--- src/rtl/hls_drv_pkg.sv ---
// -----------------------------------------------------------------------------
// hls_drv_pkg
// Shared definitions for the ap_ctrl_hs caller-side driver (hls_macc_drv):
//   - drv_state_e : controller FSM states
//   - VLD_OUT*    : bit positions of the result-valid mask
//   - DONE_CNT_W  : width of the completed-invocation counter
// -----------------------------------------------------------------------------
package hls_drv_pkg;

    typedef enum logic [1:0] {
        IDLE = 2'd0,
        RUN  = 2'd1,
        WAIT = 2'd2,
        RESP = 2'd3
    } drv_state_e;

    localparam int VLD_OUT13  = 0;
    localparam int VLD_OUT30  = 1;
    localparam int VLD_OUT31  = 2;
    localparam int VLD_W      = 3;

    localparam int DONE_CNT_W = 16;

endpackage : hls_drv_pkg

--- src/rtl/hls_macc_drv_if.sv ---
// -----------------------------------------------------------------------------
// hls_macc_drv_if
// Bundles the host request/response channel and the kernel ap_ctrl_hs /
// result-strobe signals seen by hls_macc_drv.
//   modport master : the driver (drives req_ready, rsp_*, args_hold,
//                    done_cnt, k_ap_start)
//   modport slave  : the environment, host plus kernel (drives req_valid,
//                    rsp_ready and every k_* input of the driver)
// Parameter DATA_W : kernel result width.
// -----------------------------------------------------------------------------
interface hls_macc_drv_if #(
    parameter int DATA_W = 32
);
    // host side
    logic                               req_valid;
    logic                               req_ready;
    logic                               args_hold;
    logic                               rsp_valid;
    logic                               rsp_ready;
    logic [DATA_W-1:0]                  rsp_out13;
    logic [DATA_W-1:0]                  rsp_out30;
    logic [DATA_W-1:0]                  rsp_out31;
    logic [hls_drv_pkg::VLD_W-1:0]      rsp_vld_mask;
    logic                               rsp_timeout;
    logic [hls_drv_pkg::DONE_CNT_W-1:0] done_cnt;

    // kernel side
    logic                               k_ap_start;
    logic                               k_ap_done;
    logic                               k_ap_idle;
    logic                               k_ap_ready;
    logic [DATA_W-1:0]                  k_out13;
    logic                               k_out13_vld;
    logic [DATA_W-1:0]                  k_out30;
    logic                               k_out30_vld;
    logic [DATA_W-1:0]                  k_out31;
    logic                               k_out31_vld;

    modport master (
        input  req_valid, rsp_ready,
        input  k_ap_done, k_ap_idle, k_ap_ready,
        input  k_out13, k_out13_vld, k_out30, k_out30_vld, k_out31, k_out31_vld,
        output req_ready, args_hold, rsp_valid,
        output rsp_out13, rsp_out30, rsp_out31, rsp_vld_mask, rsp_timeout,
        output done_cnt, k_ap_start
    );

    modport slave (
        output req_valid, rsp_ready,
        output k_ap_done, k_ap_idle, k_ap_ready,
        output k_out13, k_out13_vld, k_out30, k_out30_vld, k_out31, k_out31_vld,
        input  req_ready, args_hold, rsp_valid,
        input  rsp_out13, rsp_out30, rsp_out31, rsp_vld_mask, rsp_timeout,
        input  done_cnt, k_ap_start
    );

endinterface : hls_macc_drv_if

--- src/rtl/hls_drv_watchdog.sv ---
// -----------------------------------------------------------------------------
// hls_drv_watchdog
// Invocation watchdog for hls_macc_drv (only built with HLS_DRV_WATCHDOG_EN).
// Ports:
//   ap_clk, ap_rst : clock, asynchronous active-high reset
//   clr            : restart the count (request accepted)
//   en             : count this cycle (kernel running)
//   expire         : this cycle's increment brings the count to LIMIT-1
// Parameter LIMIT  : watchdog limit in cycles, legal range 2..65535.
// -----------------------------------------------------------------------------
module hls_drv_watchdog #(
    parameter int LIMIT = 64
) (
    input  logic ap_clk,
    input  logic ap_rst,
    input  logic clr,
    input  logic en,
    output logic expire
);

    localparam int CNT_W = (LIMIT > 2) ? $clog2(LIMIT) : 1;

    logic [CNT_W-1:0] cnt_q;

    // NOTE: state registers use non-blocking assignments so every flop samples
    // pre-edge values, regardless of the order the always blocks run in.
    always_ff @(posedge ap_clk or posedge ap_rst) begin
        if (ap_rst) begin
            cnt_q <= '0;
        end else if (clr) begin
            cnt_q <= '0;
        end else if (en) begin
            cnt_q <= cnt_q + 1'b1;
        end
    end

    // cnt_q holds the running cycles already completed; the cycle in which the
    // count would step to LIMIT-1 is the last one the kernel is granted, so the
    // response appears LIMIT cycles after the accept.
    assign expire = en && (cnt_q == CNT_W'(LIMIT - 2));

endmodule : hls_drv_watchdog

--- src/rtl/hls_macc_drv.sv ---
// -----------------------------------------------------------------------------
// hls_macc_drv
// Caller-side ap_ctrl_hs controller for the HLS macc kernel family. Accepts a
// host request, launches the kernel via ap_start (held until ap_ready), keeps
// the kernel operands frozen through args_hold, captures out13 / out30_o /
// out31 on their _ap_vld strobes (last strobe wins) and returns them on a
// valid/ready response channel together with a strobe mask.
//
// Ports:
//   ap_clk, ap_rst : sole clock, asynchronous active-high reset
//   bus (master)   : hls_macc_drv_if - host request/response channel and the
//                    kernel control/result signals
// Parameters:
//   DATA_W         : kernel result width (must match the interface)
//   TIMEOUT_CYCLES : watchdog limit counted from launch, 2..65535
//
// Build option:
//   HLS_DRV_WATCHDOG_EN - when defined, a kernel that does not reach ap_done
//   within TIMEOUT_CYCLES is abandoned with rsp_timeout=1. When undefined the
//   driver waits for ap_done indefinitely and rsp_timeout is tied low.
// -----------------------------------------------------------------------------
module hls_macc_drv
    import hls_drv_pkg::*;
#(
    parameter int DATA_W         = 32,
    parameter int TIMEOUT_CYCLES = 64
) (
    input  logic           ap_clk,
    input  logic           ap_rst,
    hls_macc_drv_if.master bus
);

    drv_state_e state_q;
    drv_state_e state_d;

    logic [DATA_W-1:0]     out13_q;
    logic [DATA_W-1:0]     out30_q;
    logic [DATA_W-1:0]     out31_q;
    logic [VLD_W-1:0]      mask_q;
    logic [DONE_CNT_W-1:0] done_cnt_q;

    logic accept;
    logic busy;
    logic wd_expire;
    logic finish;

    assign busy   = (state_q == RUN) || (state_q == WAIT);
    assign accept = bus.req_valid && bus.req_ready;
    // An ap_done in the expiry cycle ends the invocation as a normal completion.
    assign finish = busy && (bus.k_ap_done || wd_expire);

`ifdef HLS_DRV_WATCHDOG_EN
    logic timeout_q;

    hls_drv_watchdog #(
        .LIMIT (TIMEOUT_CYCLES)
    ) u_watchdog (
        .ap_clk (ap_clk),
        .ap_rst (ap_rst),
        .clr    (accept),
        .en     (busy),
        .expire (wd_expire)
    );

    always_ff @(posedge ap_clk or posedge ap_rst) begin
        if (ap_rst) begin
            timeout_q <= 1'b0;
        end else if (accept) begin
            timeout_q <= 1'b0;
        end else if (busy && wd_expire && !bus.k_ap_done) begin
            timeout_q <= 1'b1;
        end
    end

    assign bus.rsp_timeout = timeout_q;
`else
    assign wd_expire       = 1'b0;
    assign bus.rsp_timeout = 1'b0;
`endif

    // ---------------------------------------------------------------- FSM --
    always_ff @(posedge ap_clk or posedge ap_rst) begin
        if (ap_rst) begin
            state_q <= IDLE;
        end else begin
            state_q <= state_d;
        end
    end

    // NOTE: state_d gets a default before the case so no path leaves it
    // unassigned, which would otherwise infer a latch.
    always_comb begin
        state_d = state_q;
        unique case (state_q)
            IDLE: if (accept) state_d = RUN;
            RUN: begin
                if (finish) begin
                    state_d = RESP;
                end else if (bus.k_ap_ready) begin
                    // Kernel took the start but is still computing.
                    state_d = WAIT;
                end
            end
            WAIT: if (finish) state_d = RESP;
            RESP: if (bus.rsp_ready) state_d = IDLE;
            default: state_d = IDLE;
        endcase
    end

    always_comb begin
        bus.req_ready  = (state_q == IDLE) && bus.k_ap_idle;
        bus.k_ap_start = (state_q == RUN);
        bus.args_hold  = busy;
        bus.rsp_valid  = (state_q == RESP);
    end

    // ----------------------------------------------------------- datapath --
    // Result registers only move on accept (clear) or while the kernel runs,
    // so the response fields are frozen for the whole RESP state.
    always_ff @(posedge ap_clk or posedge ap_rst) begin
        if (ap_rst) begin
            out13_q    <= '0;
            out30_q    <= '0;
            out31_q    <= '0;
            mask_q     <= '0;
            done_cnt_q <= '0;
        end else begin
            if (accept) begin
                out13_q <= '0;
                out30_q <= '0;
                out31_q <= '0;
                mask_q  <= '0;
            end else if (busy) begin
                if (bus.k_out13_vld) begin
                    out13_q           <= bus.k_out13;
                    mask_q[VLD_OUT13] <= 1'b1;
                end
                if (bus.k_out30_vld) begin
                    out30_q           <= bus.k_out30;
                    mask_q[VLD_OUT30] <= 1'b1;
                end
                if (bus.k_out31_vld) begin
                    out31_q           <= bus.k_out31;
                    mask_q[VLD_OUT31] <= 1'b1;
                end
            end
            if (finish) begin
                done_cnt_q <= done_cnt_q + 1'b1;
            end
        end
    end

    assign bus.rsp_out13    = out13_q;
    assign bus.rsp_out30    = out30_q;
    assign bus.rsp_out31    = out31_q;
    assign bus.rsp_vld_mask = mask_q;
    assign bus.done_cnt     = done_cnt_q;

endmodule : hls_macc_drv

--- src/flat_wrapper.sv ---
// flat-port wrapper written by rule: the top's interface ports become plain ports
module hls_macc_drv_flat import hls_drv_pkg::*;
#(
    parameter int DATA_W         = 32,
    parameter int TIMEOUT_CYCLES = 64
)
  (ap_clk, ap_rst, bus_req_valid, bus_rsp_ready, bus_k_ap_done, bus_k_ap_idle, bus_k_ap_ready, bus_k_out13, bus_k_out13_vld, bus_k_out30, bus_k_out30_vld, bus_k_out31, bus_k_out31_vld, bus_req_ready, bus_args_hold, bus_rsp_valid, bus_rsp_out13, bus_rsp_out30, bus_rsp_out31, bus_rsp_vld_mask, bus_rsp_timeout, bus_done_cnt, bus_k_ap_start);
  hls_macc_drv_if #(.DATA_W(DATA_W)) bus_i ();
  input  logic ap_clk;
  input  logic ap_rst;
  input wire logic [$bits(bus_i.req_valid)-1:0] bus_req_valid;
  input wire logic [$bits(bus_i.rsp_ready)-1:0] bus_rsp_ready;
  input wire logic [$bits(bus_i.k_ap_done)-1:0] bus_k_ap_done;
  input wire logic [$bits(bus_i.k_ap_idle)-1:0] bus_k_ap_idle;
  input wire logic [$bits(bus_i.k_ap_ready)-1:0] bus_k_ap_ready;
  input wire logic [$bits(bus_i.k_out13)-1:0] bus_k_out13;
  input wire logic [$bits(bus_i.k_out13_vld)-1:0] bus_k_out13_vld;
  input wire logic [$bits(bus_i.k_out30)-1:0] bus_k_out30;
  input wire logic [$bits(bus_i.k_out30_vld)-1:0] bus_k_out30_vld;
  input wire logic [$bits(bus_i.k_out31)-1:0] bus_k_out31;
  input wire logic [$bits(bus_i.k_out31_vld)-1:0] bus_k_out31_vld;
  output wire logic [$bits(bus_i.req_ready)-1:0] bus_req_ready;
  output wire logic [$bits(bus_i.args_hold)-1:0] bus_args_hold;
  output wire logic [$bits(bus_i.rsp_valid)-1:0] bus_rsp_valid;
  output wire logic [$bits(bus_i.rsp_out13)-1:0] bus_rsp_out13;
  output wire logic [$bits(bus_i.rsp_out30)-1:0] bus_rsp_out30;
  output wire logic [$bits(bus_i.rsp_out31)-1:0] bus_rsp_out31;
  output wire logic [$bits(bus_i.rsp_vld_mask)-1:0] bus_rsp_vld_mask;
  output wire logic [$bits(bus_i.rsp_timeout)-1:0] bus_rsp_timeout;
  output wire logic [$bits(bus_i.done_cnt)-1:0] bus_done_cnt;
  output wire logic [$bits(bus_i.k_ap_start)-1:0] bus_k_ap_start;
  assign bus_i.req_valid = bus_req_valid;
  assign bus_i.rsp_ready = bus_rsp_ready;
  assign bus_i.k_ap_done = bus_k_ap_done;
  assign bus_i.k_ap_idle = bus_k_ap_idle;
  assign bus_i.k_ap_ready = bus_k_ap_ready;
  assign bus_i.k_out13 = bus_k_out13;
  assign bus_i.k_out13_vld = bus_k_out13_vld;
  assign bus_i.k_out30 = bus_k_out30;
  assign bus_i.k_out30_vld = bus_k_out30_vld;
  assign bus_i.k_out31 = bus_k_out31;
  assign bus_i.k_out31_vld = bus_k_out31_vld;
  assign bus_req_ready = bus_i.req_ready;
  assign bus_args_hold = bus_i.args_hold;
  assign bus_rsp_valid = bus_i.rsp_valid;
  assign bus_rsp_out13 = bus_i.rsp_out13;
  assign bus_rsp_out30 = bus_i.rsp_out30;
  assign bus_rsp_out31 = bus_i.rsp_out31;
  assign bus_rsp_vld_mask = bus_i.rsp_vld_mask;
  assign bus_rsp_timeout = bus_i.rsp_timeout;
  assign bus_done_cnt = bus_i.done_cnt;
  assign bus_k_ap_start = bus_i.k_ap_start;
  hls_macc_drv #(.DATA_W(DATA_W), .TIMEOUT_CYCLES(TIMEOUT_CYCLES)) u_core (.ap_clk(ap_clk), .ap_rst(ap_rst), .bus(bus_i));
endmodule
--- config.mk ---
export PLATFORM = sky130hd
export DESIGN_NAME = hls_macc_drv_flat
export DESIGN_NICKNAME = d
export VERILOG_FILES = /design/src/rtl/hls_drv_pkg.sv /design/src/rtl/hls_macc_drv_if.sv /design/src/rtl/hls_drv_watchdog.sv /design/src/rtl/hls_macc_drv.sv /design/src/flat_wrapper.sv
export SDC_FILE = /design/constraint.sdc
export NUM_CORES = 1
export LEC_CHECK = 0
export ABC_AREA = 1
export CAP_MARGIN = 20
export CORE_ASPECT_RATIO = 1.4
export CORE_UTILIZATION = 45
export CTS_CLUSTER_SIZE = 40
export DETAILED_ROUTE_END_ITERATION = 7
export PLACE_DENSITY = 0.87
export SYNTH_ARGS = -nofsm -noshare
export SYNTH_HDL_FRONTEND = slang
export SYNTH_SLANG_ARGS = --single-unit
--- constraint.sdc ---
create_clock -name ap_clk -period 14.1 [get_ports ap_clk]
set_input_delay 4.23 -clock ap_clk [delete_from_list [all_inputs] [get_ports ap_clk]]
set_output_delay 4.23 -clock ap_clk [all_outputs]
set_load 0.01 [all_outputs]
==> run_results.csv, run 1 <==
group,metric,value,unit
status,run_status,"completed",
detailed_routing,routed_wire_length_per_instance,14.9,um
timing,worst-slew-pin-transition,1030,ps
clock_tree,clock_tree.htree_level_count,4,
setup_path,criticalPathCategory,"input port to output port",
setup_path,category_of_the_worst_setup_path_capture_point,"output port",
yosys,synth_seq_cells,117,
final_layout,nets,888,
final_layout,syn_to_final_growth,62.2,%
timing,fmax,104,MHz
timing,finalSetupViolations,0,
floorplanning,std_cell_rows,44,
setup_path,rrSetupSlack,11400,ps
setup_path,setup.worst_path.start_class,"input port",
detailed_routing,drc,0,
pwr,totalPowerFinal,1840,uW
setup_path,max_stage_delay,550,ps
pwr,p_per_area,234,mW/mm^2
setup_path,critical-path-top-delay-family,"buffers and inverters",
detailed_routing,wl,13.8,mm
detailed_routing,antenna_left,0,
floorplanning,floorplan.initialDensity,0.466,
job,number_of_max_capacitance_violations_reported,0,
final_layout,finish.utilization,0.756,
global_routing,global_route.usage.total,0.254,
floorplanning,die_area,0.0112,sq mm
detailed_routing,drt_pre_antenna_iters,4,
place,dp_hpwl,9.41,mm
setup_path,timing.critical_path.buf_inv,3,
yosys,synth_area,0.00485,sq mm
global_routing,initial_antenna_violation_count,0,
final_layout,final.fill_count,674,
setup_path,cpMaxStageDelayCell,"clkdlybuf4s50_1",
setup_path,critical_path_arrival,5400,ps
clock_tree,cts_tree,"built",
global_routing,first_pass_grt_wire_length,22.4,mm
clock_tree,worst_setup_hold_path_clk_slew,60,ps
detailed_routing,route.top_layer_used,"met4",
floorplanning,die_h,125,um
detailed_routing,routed_wire_length_on_met3,862,um
setup_path,regToRegEndpoint,"u_core.bus.rsp_out30[20]",
detailed_routing,met2_length,7.43,mm
timing,timing.final.crit_period,9630,ps
place,buffer_ports.inserted,224,
timing,fin_skew,7.00,ps
global_routing,first_global_vias,4615,
clock_tree,cts-hold-fix-buffers,0,
final_layout,antenna_cell_count,0,
yosys,synthMuxAreaShare,0,
pwr,worst_ir_drop_vdd,0.000208,V
clock_tree,clock_tree.buffer_depth,2,
clock_tree,cts_resized,0,
yosys,synth.distinct_cells,20,
yosys,synthXorXnorAreaFrac,0.0181,
detailed_routing,vias_per_cell,4.93,
setup_path,crit-reg2reg-launch,"u_core.state_q[0]",
yosys,synthAdderAreaFrac,0.0155,
yosys,yosys.area_share.simple,0.302,
timing,post-route-period-util,0.683,
setup_path,cell_type_with_the_highest_occurrence_count_on_the_critical_path,"clkdlybuf4s50_1",
global_routing,pin_count_of_the_biggest_net_entering_global_routing,71,
hold_path,hold_start,"u_core.bus.rsp_vld_mask[1]",
yosys,syn-mean-instance-area,8.72,sq um
yosys,synth-compound-area-share,0.0116,
yosys,synth_seq_area_share,0.604,
setup_path,critPathLaunch,"bus_k_ap_idle",
clock_tree,cts.repair_timing.setup_buffer_count,0,
timing,setup-tns-final,0,ps
hold_path,hold_path.class,"register to register",
floorplanning,die-width,89.7,um
detailed_routing,wl_met1,5.10,mm
hold_path,worstHoldEndpoint,"u_core.bus.rsp_vld_mask[1]",
timing,maxSlewViolCount,0,
clock_tree,clock_sinks,117,
clock_tree,root_buffer,"clkbuf_16",
setup_path,path_max_fanout,2,
floorplanning,boundaryPins,226,
yosys,syn_nets,668,
final_layout,drive_above_1_share,0.0520,
setup_path,r2r.worst_path.cells,10,
yosys,main_combinational_cell_family_by_area_after_synthesis,"simple AND/OR/NAND/NOR gates",
pwr,power_leakage,0.00385,uW
timing,rsz_0062_raised_after_global_routing,"false",
setup_path,crit_chain,"clkdlybuf4s50_1, nand2_1, inv_1, clkdlybuf4s50_1",
setup_path,cp_data_required_time,9870,ps
clock_tree,worst_skew_pair.late_latency,410,ps
detailed_routing,initialDrtViolationCount,220,
detailed_routing,vias,4573,
place,final_estimated_routing_congestion_in_global_placement,0.783,
yosys,postSynthCellCount,556,
timing,number_of_hold_slack_violations_in_the_final_timing_report,0,
global_routing,global_route_overflow,0,
hold_path,timing.hold.worst_path_depth,2,
yosys,synthesis.yosys.warnings,0,
clock_tree,total_cts_buffers,17,
floorplanning,core_region_area,0.0104,sq mm
timing,worst_slew_margin_rel,0.312,
## power by group
part / switching [uW] / internal (uW) / total, uW
Clock: 153 / 336 / 488
Combinational: 405 / 381 / 786
Sequential: 85.9 / 481 / 567
## Yosys cell counts
cell,count,area [sq um]
ha_1,6,75.1
nand2_1,266,998
nor2_4,2,22.5
dfrtp_1,117,2930
buf_2,21,105
nand3_1,70,350
nand2_2,2,12.5
clkbuf_1,4,15.0
xnor2_1,5,43.8
nand4_1,3,18.8
inv_2,2,7.51
inv_1,26,97.6
o21ai_0,8,40.0
conb_1,1,3.75
nand3b_1,3,22.5
a21oi_1,2,10.0
xor2_1,5,43.8
nor2_1,11,41.3
buf_4,1,7.51
o22ai_1,1,6.26
## cells in the final DEF (no fill, tap or decap), drive strengths merged
cell type,count
clkbuf,19
o22ai,1
o21ai,8
buf,3
xor2,5
clkdlybuf4s50,224
nand3b,3
ha,6
nand4,3
nor2,13
clkinv,4
nand3,70
a21oi,2
bufinv,6
dfrtp,117
conb,1
inv,29
xnor2,5
nand2,268
clkinvlp,2
## worst register-to-register path: stages, from the launching register on
cell     delay (ps)
dfrtp_1         440
inv_1           120
ha_1            230
nand2_1          90
inv_1            70
nand2_2         270
buf_12          270
nand2_1          90
inv_1           750
nand2_1         160
nand2_1         130
## per-layer routing
metal	vias up	global-route usage
met5	-	0
met4	0	0.125
met3	33	0.0665
met2	187	0.451
met1	2175	0.279
li1	2178	-
## worst max-delay path by stage
stage                               end  cells after the start
final                     bus_req_ready                      4
after detailed placement  bus_req_ready                      4
after global routing      bus_req_ready                      4
after CTS                 bus_req_ready                      4
after floorplan           bus_req_ready                      2
after global placement    bus_req_ready                      4
## per-stage QoR
step / instances / setup slack [ps] / area (sq um) / hold WS [ps]
global placement: 893 / 4430 / 7150 / 458
CTS: 925 / 4460 / 7820 / 478
detailed placement: 893 / 4460 / 7150 / 464
floorplan: 556 / 5500 / 4850 / 503
finish: 927 / 4470 / 7870 / 475
global route: 927 / 4430 / 7870 / 500
## layout make-up
cell class	count	area (sq um)	area share
sequential	117	2930	0.372
inverter	28	108	0.0137
timing repair buffer	227	2300	0.292
tap	138	173	0.0220
clock inverter	13	228	0.0290
multi-input combinational	385	1690	0.215
clock buffer	19	443	0.0563
## sequential cells by signal (all words and copies together) (netlist names)
| register | cells |
|---|---|
| u_core.state_q | 2 |
| u_core.bus.rsp_out31 | 32 |
| u_core.bus.rsp_vld_mask | 3 |
| u_core.bus.rsp_out13 | 32 |
| u_core.bus.rsp_out30 | 32 |
| u_core.bus.done_cnt | 16 |
## cells by family after synthesis
group,count (synthesis)
simple gates,357
flops,117
buf+inv,54
xor+xnor,10
compound gates,11
fa+ha+maj,6
other cells,1
Power figures use the tool's default switching activity.
==> run 2, diff against run 1 <==
- CORE_UTILIZATION: 45 -> 37
- PLACE_DENSITY: 0.87 -> 0.76
- clock period: 14.1 -> 8.5 ns (I/O delays scaled with it)
==> run 2 against run 1 <==
Net effect: critical path depth stayed put; sequential power is 66% higher; die area is 21% higher; final cell count is 1.5% higher; final area is 0.92% lower; largest cell class unchanged; highest routed layer unchanged.
==> run_results.csv, run 2 (synthesis results as in run 1) <==
group,metric,value,unit
status,run_status,"completed",
clock_tree,clock_sinks,117,
detailed_routing,initialDrtViolationCount,158,
timing,worst-slew-pin-transition,1060,ps
timing,fin_skew,8.17,ps
timing,timing.final.crit_period,6250,ps
final_layout,mostFrequentLayoutCells,"266 x nand2_1, 224 x clkdlybuf4s50_1, 117 x dfrtp_1",
clock_tree,clock_tree.htree_level_count,4,
pwr,power_leakage,0.00380,uW
setup_path,setup.worst_path.end,"bus_req_ready",
global_routing,global_route.usage.total,0.204,
timing,maxSlewViolCount,0,
job,number_of_max_capacitance_violations_reported,0,
pwr,totalPowerFinal,2950,uW
pwr,p_per_area,378,mW/mm^2
clock_tree,clock_tree.buffer_depth,2,
floorplanning,core_region_area,0.0128,sq mm
final_layout,layout_commonest_cell,"nand2_1",
detailed_routing,vias_per_cell,4.73,
place,final_estimated_routing_congestion_in_global_placement,0.820,
timing,hold_ws,475,ps
clock_tree,total_cts_buffers,17,
timing,layout_setup_ws,2250,ps
timing,fmax,160,MHz
timing,setup-tns-final,0,ps
clock_tree,cts.repair_timing.setup_buffer_count,0,
setup_path,path_max_fanout,2,
setup_path,rrSetupSlack,5750,ps
clock_tree,cts-hold-fix-buffers,0,
global_routing,pin_count_of_the_biggest_net_entering_global_routing,71,
clock_tree,worst_skew_pair.late_latency,400,ps
clock_tree,root_buffer,"clkbuf_16",
detailed_routing,antenna_left,0,
setup_path,criticalPathCategory,"input port to output port",
global_routing,first_pass_grt_wire_length,21.5,mm
final_layout,nets,888,
timing,rsz_0062_raised_after_global_routing,"false",
setup_path,crit-reg2reg-launch,"u_core.state_q[0]",
timing,finalSetupViolations,0,
final_layout,final.fill_count,1103,
setup_path,r2r.worst_path.cells,10,
detailed_routing,drt_pre_antenna_iters,4,
setup_path,critPathLaunch,"bus_k_ap_idle",
global_routing,global_route_overflow,0,
hold_path,hold_path.class,"register to register",
clock_tree,cts_resized,0,
detailed_routing,wl,13.8,mm
timing,worst_slew_margin_rel,0.295,
detailed_routing,vias,4450,
setup_path,category_of_the_worst_setup_path_capture_point,"output port",
setup_path,critical_path_arrival,3700,ps
global_routing,initial_antenna_violation_count,0,
setup_path,cp_data_required_time,5950,ps
timing,number_of_hold_slack_violations_in_the_final_timing_report,0,
place,buffer_ports.inserted,224,
clock_tree,worst_setup_hold_path_clk_slew,50,ps
final_layout,drive_above_1_share,0.0482,
floorplanning,std_cell_rows,49,
floorplanning,die_area,0.0136,sq mm
pwr,worst_ir_drop_vdd,0.000245,V
floorplanning,floorplan.initialDensity,0.378,
floorplanning,die-width,98.8,um
place,dp_hpwl,9.67,mm
clock_tree,cts_tree,"built",
detailed_routing,routed_wire_length_per_instance,14.6,um
final_layout,syn_to_final_growth,60.7,%
floorplanning,boundaryPins,226,
setup_path,setup.worst_path.start_class,"input port",
setup_path,regToRegEndpoint,"u_core.bus.rsp_out31[21]",
timing,post-route-period-util,0.735,
global_routing,first_global_vias,4364,
place,detailedPlace.worstSlack,2260,ps
detailed_routing,drc,0,
floorplanning,die_h,137,um
final_layout,antenna_cell_count,0,
==> run 2: power by group <==
group / total (uW) / internal (uW) / switching, uW
logic: 1290 / 629 / 660
clock network: 717 / 473 / 244
registers: 940 / 798 / 142
total: 2950 / 1900 / 1050
==> run 2: cell type report <==
| cell class | count | area (sq um) | share of cell area |
|---|---|---|---|
| Timing Repair Buffer | 227 | 2280 | 0.293 |
| Inverter | 28 | 108 | 0.0138 |
| Clock buffer | 22 | 464 | 0.0596 |
| Tap cell | 153 | 191 | 0.0246 |
| Clock inverter | 9 | 128 | 0.0164 |
| Sequential cell | 117 | 2930 | 0.376 |
| Multi-Input combinational cell | 385 | 1690 | 0.217 |
==> run 2: critical path: stages <==
cell	delay, ps
clkdlybuf4s50_1	480
nand2_1	50
inv_1	80
clkdlybuf4s50_1	540
==> run 2: worst min path at each step <==
stage,start,endpoint,slack (ps),cells after the start
2_1_floorplan,u_core.state_q[1],u_core.state_q[1],500,2
3_3_place_gp,u_core.bus.rsp_vld_mask[2],u_core.bus.rsp_vld_mask[2],460,2
3_5_place_dp,u_core.bus.rsp_out30[27],u_core.bus.rsp_out30[27],460,2
4_1_cts,u_core.bus.rsp_out30[27],u_core.bus.rsp_out30[27],480,2
5_1_grt,u_core.bus.rsp_out30[6],u_core.bus.rsp_out30[6],490,2
6_report,u_core.bus.rsp_out31[28],u_core.bus.rsp_out31[28],470,2
==> run 2: metal layers <==
layer,GRT usage,vias up,part of all wire
met5,0,-,0
met2,0.360,166,0.53
met3,0.0619,23,0.062
met4,0.0837,0,0.021
met1,0.228,2094,0.39
li1,-,2167,-
==> run 2: through the flow <==
step                      utilization  cell area [sq um]  instances
final                           0.608               7790        941
after global routing            0.608               7790        941
after CTS                       0.606               7760        940
after detailed placement        0.560               7170        909
after global placement          0.560               7170        909
after floorplan                     -               4850        556
==> run 3, diff against run 2 <==
- clock period: 8.5 -> 5.1 ns (I/O delays scaled with it)
==> run 3 against run 2 <==
Net effect: worst hold slack worse by 2.5 ps; worst setup slack worse by 1400 ps; sequential share of layout area is 0.42 points lower; via count is 0.61% higher; non-clock buffer count is 1 higher; total power is 71% higher; first-iteration DRC count is 3.2% higher; clock power is 83% higher; wire length is 0.39% higher; final area is 1.1% higher.
==> run_results.csv, run 3 (synthesis results as in run 1) <==
group,metric,value,unit
timing,worst_slew_margin_rel,0.340,
place,detailedPlace.worstSlack,903,ps
hold_path,timing.hold.worst_path_depth,2,
timing,hold_ws,472,ps
global_routing,grt_max_usage_layer,"met2",
setup_path,category_of_the_worst_setup_path_capture_point,"output port",
pwr,p_per_area,638,mW/mm^2
floorplanning,boundaryPins,226,
place,dp_hpwl,9.78,mm
job,number_of_max_capacitance_violations_reported,0,
global_routing,global_route_overflow,0,
timing,number_of_hold_slack_violations_in_the_final_timing_report,0,
final_layout,nets,889,
detailed_routing,initialDrtViolationCount,163,
final_layout,layout_commonest_cell,"nand2_1",
setup_path,crit_chain,"clkdlybuf4s50_1, nand2_1, inv_1, clkdlybuf4s50_1",
final_layout,drive_above_1_share,0.0544,
status,run_status,"completed",
place,final_estimated_routing_congestion_in_global_placement,0.821,
setup_path,regToRegEndpoint,"u_core.bus.rsp_out31[21]",
timing,setup-tns-final,0,ps
final_layout,mostFrequentLayoutCells,"266 x nand2_1, 224 x clkdlybuf4s50_1, 117 x dfrtp_1",
global_routing,global_route.usage.total,0.206,
global_routing,initial_antenna_violation_count,1,
clock_tree,cts_resized,0,
timing,timing.final.crit_period,4210,ps
floorplanning,die-width,98.8,um
global_routing,first_pass_grt_wire_length,21.5,mm
timing,worst-slew-pin-transition,988,ps
setup_path,cell_type_with_the_highest_occurrence_count_on_the_critical_path,"clkdlybuf4s50_1",
global_routing,use_met2,0.360,
clock_tree,clock_tree.buffer_depth,2,
setup_path,criticalPathCategory,"input port to output port",
timing,rsz_0062_raised_after_global_routing,"false",
place,buffer_ports.inserted,224,
global_routing,first_global_vias,4478,
setup_path,r2r.worst_path.cells,10,
detailed_routing,vias_per_cell,4.74,
detailed_routing,routed_wire_length_per_instance,14.6,um
floorplanning,die_h,137,um
setup_path,timing.critical_path.buf_inv,3,
timing,maxSlewViolCount,0,
timing,layout_setup_ws,892,ps
global_routing,global_route.usage.met1,0.219,
clock_tree,worst_setup_hold_path_clk_slew,50,ps
timing,finalSetupViolations,0,
floorplanning,die_area,0.0136,sq mm
timing,post-route-period-util,0.825,
clock_tree,cts.repair_timing.setup_buffer_count,0,
detailed_routing,antenna_left,0,
clock_tree,clock_sinks,117,
detailed_routing,drc,0,
clock_tree,total_cts_buffers,17,
floorplanning,floorplan.initialDensity,0.378,
global_routing,met3_usage,0.0776,
setup_path,critical-path-top-delay-family,"buffers and inverters",
setup_path,setup.worst_path.start_class,"input port",
setup_path,critPathLaunch,"bus_k_ap_idle",
setup_path,cpMaxStageDelayCell,"clkdlybuf4s50_1",
timing,fin_skew,9.67,ps
clock_tree,clock_tree.htree_level_count,4,
setup_path,critical_path_arrival,2680,ps
floorplanning,std_cell_rows,49,
detailed_routing,vias,4477,
setup_path,max_stage_delay,540,ps
detailed_routing,drt_pre_antenna_iters,4,
clock_tree,cts-hold-fix-buffers,0,
hold_path,hold_path.class,"register to register",
clock_tree,worst_skew_pair.late_latency,400,ps
setup_path,crit-reg2reg-launch,"u_core.state_q[0]",
pwr,worst_ir_drop_vdd,0.000334,V
detailed_routing,wl,13.8,mm
setup_path,path_max_fanout,2,
setup_path,cp_data_required_time,3570,ps
clock_tree,cts_tree,"built",
final_layout,syn_to_final_growth,62.5,%
pwr,power_leakage,0.00385,uW
global_routing,pin_count_of_the_biggest_net_entering_global_routing,70,
clock_tree,root_buffer,"clkbuf_16",
floorplanning,core_region_area,0.0128,sq mm
hold_path,worstHoldEndpoint,"u_core.bus.rsp_vld_mask[2]",
hold_path,hold_start,"u_core.bus.rsp_vld_mask[2]",
timing,fmax,238,MHz
setup_path,rrSetupSlack,2700,ps
run 3: cell count changes in the layout (fill, tap and decap cells not counted), sizes merged:
| cell | before | now |
|---|---|---|
| clkbuf | 22 | 19 |
| clkinv | 3 | 7 |
| clkinvlp | 3 | 1 |
| bufinv | 3 | 5 |
| buf | 3 | 4 |
| diode | 0 | 1 |
run 3: stage by stage:
stage | total power, uW | utilization | std cells | cell area [sq um]
2_1_floorplan | 2600 | - | 556 | 4850
4_1_cts | 5070 | 0.613 | 942 | 7850
3_5_place_dp | 3730 | 0.561 | 910 | 7190
3_3_place_gp | 3640 | 0.561 | 910 | 7190
6_report | 5030 | 0.615 | 944 | 7880
5_1_grt | 5390 | 0.615 | 943 | 7880
run 3: cell type report:
cell class                 instances  area (sq um)
fill                            1064          4930
sequential                       117          2930
timing repair buffer             228          2300
multi-input combinational        385          1690
clock buffer                      19           453
clock inverter                    13           204
tap                              153           191
inverter                          28           108
antenna                            1          2.50
run 3: worst max-delay path by stage:
stage	cells past startpoint	slack (ps)	end
2_1_floorplan	1	470	u_core.bus.done_cnt[0]
3_3_place_gp	4	890	bus_req_ready
3_5_place_dp	4	900	bus_req_ready
4_1_cts	4	890	bus_req_ready
5_1_grt	4	870	bus_req_ready
6_report	4	890	bus_req_ready
run 3: report_power, final:
group          total [uW]  switching, uW  internal (uW)
Sequential           1570            238           1330
Combinational        2150           1090           1060
Clock                1310            421            891
Total                5030           1750           3280
run 3: routing by layer:
layer / up-vias / part of all wire
met5: - / 0
met1: 2085 / 0.37
li1: 2175 / -
met2: 185 / 0.53
met3: 32 / 0.070
met4: 0 / 0.031
run 3: worst register-to-register path: cells and delay by family (launching register included):
family	cells	cell delay, ps
simple gates	5	520
flops	1	440
buf+inv	4	1130
fa+ha+maj	1	250
==> variant 1 (flow settings as in run 3) <==
`DATA_W` is set to 32 in 3 places; all go to 48.
--- a/src/rtl/hls_macc_drv_if.sv
+++ b/src/rtl/hls_macc_drv_if.sv
@@ -10,5 +10,5 @@
 // -----------------------------------------------------------------------------
 interface hls_macc_drv_if #(
-    parameter int DATA_W = 32
+    parameter int DATA_W = 48
 );
     // host side
--- a/src/rtl/hls_macc_drv.sv
+++ b/src/rtl/hls_macc_drv.sv
@@ -23,5 +23,5 @@
     import hls_drv_pkg::*;
 #(
-    parameter int DATA_W         = 32,
+    parameter int DATA_W         = 48,
     parameter int TIMEOUT_CYCLES = 64
 ) (
--- a/src/flat_wrapper.sv
+++ b/src/flat_wrapper.sv
@@ -2,5 +2,5 @@
 module hls_macc_drv_flat import hls_drv_pkg::*;
 #(
-    parameter int DATA_W         = 32,
+    parameter int DATA_W         = 48,
     parameter int TIMEOUT_CYCLES = 64
 )
Interface: changed (6 resized); port bits go from 226 to 322. The function was not compared with the original's and may differ.
==> variant 1 against run 3 <==
Final cell count up 40%. Area after synthesis up 37%. Worst setup slack better by 0.032 ns. Routed wire length up 42%. Sequential cell count up 48. Highest routed layer unchanged. Count of clock-buffer cells in the layout down 1. Critical endpoint unchanged. Total power up 31%. Sequential share of layout area up 1.9 points. Maximum frequency up 0.78%. Cell area up 34%.
==> variant 1: results (changes against run 3) <==
Finish:
- The number of antenna cells inserted is 0 (-1).
- The share of post-route cells with drive strength above 1 is 4.43% (-1.0 points).

Global route:
- The global-route total usage across every layer was 21.8% (+1.2 points).
- The fraction of met2 tracks used by global routing is 39.3% (+3.3 points).
- The initial antenna violation count is 0 (-1).
- The met3 global-route usage is 6.42% (-1.3 points).
- The pin count of the biggest net entering global routing is 97 (+39%).
- The met1 track demand over resource in global routing is 23.5% (+1.6 points).
- The via count of the first global-routing pass came to 5999 (+34%).

Worst hold path:
- The endpoint with the worst hold slack is u_core.bus.rsp_out30[17].
- The worst hold path depth is 2 (unchanged).
- The start point of the worst min-delay path is u_core.bus.rsp_out30[17].

Power and ir drop:
- The static leakage is 5.28 nW (+37%).

Logic synthesis:
- The net count of the mapped netlist came to 918 (+37%).
- By area the synthesized netlist is led by dfrtp_1 (62%), nand2_1 (27%), buf_6 (1.5%).
- Ranked by instance count, the synthesized netlist is headed by nand2_1 (474), dfrtp_1 (165), inv_1 (26).
- The number of distinct library cell variants in the gate-level netlist after synthesis came to 23 (+15%).
- The fraction of the yosys area taken by sequential cells is 62.2% (+1.8 points).

Route:
- The routed wire length per instance was 14.9 um (+2.0%).
- The overall via count from detail_route was 5819 (+30%).
- The starting DRC count in detailed routing came to 296 (+82%).

Setup path:
- The signal arrival time at the worst endpoint came to 2.65 ns (-0.03 ns).
- The worst flop-to-flop path endpoint is u_core.bus.rsp_out31[10].
- The worst setup slack for register-to-register paths was 2.87 ns (+0.17 ns).

CTS:
- The clock latency of the later-clocked register in the worst-skew pair is 0.42 ns (+0.02 ns).

STA:
- The worst max-slew margin expressed relative to the limit is 37.3% (+3.2 points).
- The clock skew is 0.0105 ns (+0.000875 ns).

Placed design:
- The total half-perimeter wirelength after legalization and detailed placement is 14100 um (+44%).

Outcome:
- The run finished with clean final reports.
variant 1: changes by cell type after synthesis, moves of 4 or more:
cell,change
buf_6,+9
clkbuf_1,-4
dfrtp_1,+48
nand2_1,+208
nand3_1,-60
o21ai_0,-6
variant 1: report_power, final:
| part | switching [mW] | total, mW | leakage [nW] | internal [mW] |
|---|---|---|---|---|
| Clock | 0.539 | 1.28 | 0.282 | 0.740 |
| Combinational | 1.61 | 3.11 | 2.94 | 1.49 |
| Sequential | 0.317 | 2.22 | 2.06 | 1.90 |
| Total | 2.47 | 6.61 | 5.28 | 4.14 |
variant 1: logic make-up after synthesis:
group / Yosys count / share of synthesized area [%]
simple gates: 504 / 29.3
xor+xnor: 12 / 1.58
other cells: 1 / 0.0565
fa+ha+maj: 6 / 1.13
flops: 165 / 62.2
compound gates: 8 / 0.660
buf+inv: 62 / 5.09
variant 1: layout make-up:
cell class / count / area (um^2) / share of cell area, %
Clock inverter: 13 / 148 / 1.40
Sequential cell: 165 / 4130 / 39.1
Clock buffer: 18 / 439 / 4.16
Tap cell: 236 / 295 / 2.79
Timing Repair Buffer: 325 / 3270 / 30.9
Multi-Input combinational cell: 531 / 2170 / 20.5
Inverter: 31 / 120 / 1.14
variant 1: worst max path at each step:
stage                                   to     startpoint
floorplan           u_core.bus.done_cnt[0]         ap_rst
global placement             bus_req_ready  bus_k_ap_idle
detailed placement           bus_req_ready  bus_k_ap_idle
CTS                          bus_req_ready  bus_k_ap_idle
global route                 bus_req_ready  bus_k_ap_idle
finish                       bus_req_ready  bus_k_ap_idle
variant 1: layer usage:
layer / wire [um] / vias up / share of wire (%)
met5: 0 / - / 0
met4: 594 / 0 / 3.0
met3: 1400 / 37 / 7.1
met2: 10300 / 197 / 52
met1: 7380 / 2693 / 38
li1: - / 2892 / -
variant 1: stage by stage:
step / total power [mW] / area (um^2) / std cells / setup WS, ns / hold WS, ns
floorplan: 3.78 / 6640 / 758 / 1.47 / 0.509
global placement: 5.30 / 9980 / 1288 / 0.917 / 0.457
detailed placement: 5.38 / 9980 / 1288 / 0.920 / 0.464
CTS: 6.70 / 10600 / 1319 / 0.919 / 0.482
global route: 7.09 / 10600 / 1319 / 0.870 / 0.496
finish: 6.61 / 10600 / 1319 / 0.924 / 0.477
variant 1: critical path, delay by kind of cell:
| family | cells | cell delay, ns |
|---|---|---|
| buf+inv | 3 | 1.06 |
| simple gates | 1 | 0.06 |
==> variant 2 (config.mk and constraints of run 3) <==
Without the edit above. The 4 states of `drv_state_e` get a Gray code encoding in 2 bits.
--- a/src/rtl/hls_drv_pkg.sv
+++ b/src/rtl/hls_drv_pkg.sv
@@ -9,8 +9,8 @@
 
     typedef enum logic [1:0] {
-        IDLE = 2'd0,
-        RUN  = 2'd1,
-        WAIT = 2'd2,
-        RESP = 2'd3
+        IDLE = 2'b00,
+        RUN  = 2'b01,
+        WAIT = 2'b11,
+        RESP = 2'b10
     } drv_state_e;
 
Behaviour: same outputs for any inputs over 10 cycles, from zero or initial values and one cycle with ap_rst high; not proved beyond that.
==> variant 2 against run 3 <==
Worst setup slack got worse by 0.15 ns. Synthesized cell count decreased by 3.6%. Total power decreased by 9.2%. Area after synthesis rose by 0.13%. Routed wire length decreased by 3.0%. Non-clock buffer count increased by 3. Highest routed layer unchanged. Cell area shrank 1.1%. Sequential cell count stayed put. Combinational power shrank 14%.
==> variant 2: results (changes against run 3) <==
Placed design:
- The area of placed instances is 7160 um^2 (-0.40%).

Global route:
- The global-route wire length before repair is 21400 um (-0.51%).
- The global-route total usage across every layer was 20.3% (-0.28 points).
- The via count of the first global-routing pass is 4466 (-0.27%).

Power and ir drop:
- The static leakage is 3.66 nW (-4.9%).
- The worst voltage drop across the vdd grid is 0.301 mV (-9.8%).

Finish:
- The multi-input logic cell count is 336 (-13%).
- The synthesis-to-finish area growth is 60.4%.
- The number of antenna cells inserted is 0 (-1).
- The share of final layout cell area taken by non-clock buffers came to 29.8% (+0.56 points).
- The number of buffers outside the clock class in the layout is 231 (+1.3%).
- The portion of the layout cell area used by clock cells was 7.50% (-0.84 points).
- The number of nets in the layout came to 861 (-3.1%).
- The share of post-route cells with drive strength above 1 is 5.88% (+0.44 points).
- The number of clock buffers in the layout came to 22 (+3).
- The multi-input combinational cell area is 1570 um^2 (-7.0%).

STA:
- The final critical-path setup slack came to 0.744 ns (-0.148 ns).
- The clock skew was 0.00667 ns (-0.00300 ns).
- The worst hold slack across all endpoints is 0.492 ns (+0.0195 ns).
- The worst max-slew margin expressed relative to the limit is 34.5% (+0.43 points).

Logic synthesis:
- The adder and majority gate portion of the synthesized area was 0.258% (-1.3 points).
- The multiplexer area fraction after synthesis is 0.232% (+0.23 points).
- The average cell area after synthesis came to 9.06 um^2 (+3.9%).
- The net count of the mapped netlist was 643 (-3.7%).
- The share of the synthesized area in compound gates (AO/OA/AOI/OAI) is 4.20% (+3.0 points).
- The fraction of the yosys area taken by sequential cells is 60.3% (-0.078 points).
- The number of distinct library cell variants in the gate-level netlist after synthesis is 27 (+35%).
- By area the synthesized netlist is led by dfrtp_1 (60%), nand2_1 (12%), nand3_1 (11%).

Route:
- The routed via count divided by cell count came to 4.84 (+2.0%).
- The total wirelength of the detailed-routed design is 13400 um (-3.0%).

Setup path:
- The longest individual stage delay on the worst path is 0.58 ns (+0.04 ns).
- The worst setup slack for register-to-register paths is 2.94 ns (+0.24 ns).
- The cell count of the worst reg-to-reg path is 4 (-6).

Worst hold path:
- For hold timing, the worst endpoint is u_core.bus.rsp_out30[10].
- The start point of the worst min-delay path is u_core.bus.rsp_out30[10].

Outcome:
- The flow ran to the end, and the final reports show no timing, DRC or antenna violations.
[variant 2: cell types whose count changed after synthesis, moves of 3 or more]
cell	delta
buf_2	-15
nand3_1	+33
buf_4	+7
o21ai_0	+29
inv_1	+25
clkbuf_1	+10
buf_1	+3
ha_1	-5
nand2_1	-111
[variant 2: routing by layer]
metal	vias to the layer above	part of all wire, %	global-route usage, %
li1	2140	-	-
met4	0	2.6	9.12
met5	-	0	0
met3	26	7.3	6.95
met2	174	50	34.2
met1	2102	40	23.5
[variant 2: power groups by stage]
stage / sequential, mW / clock [mW] / combinational, mW
finish: 1.56 / 1.17 / 1.84
global route: 1.61 / 1.23 / 2.01
CTS: 1.57 / 1.19 / 1.86
detailed placement: 1.58 / 0 / 1.85
global placement: 1.55 / 0 / 1.80
floorplan: 1.74 / 0 / 0.599
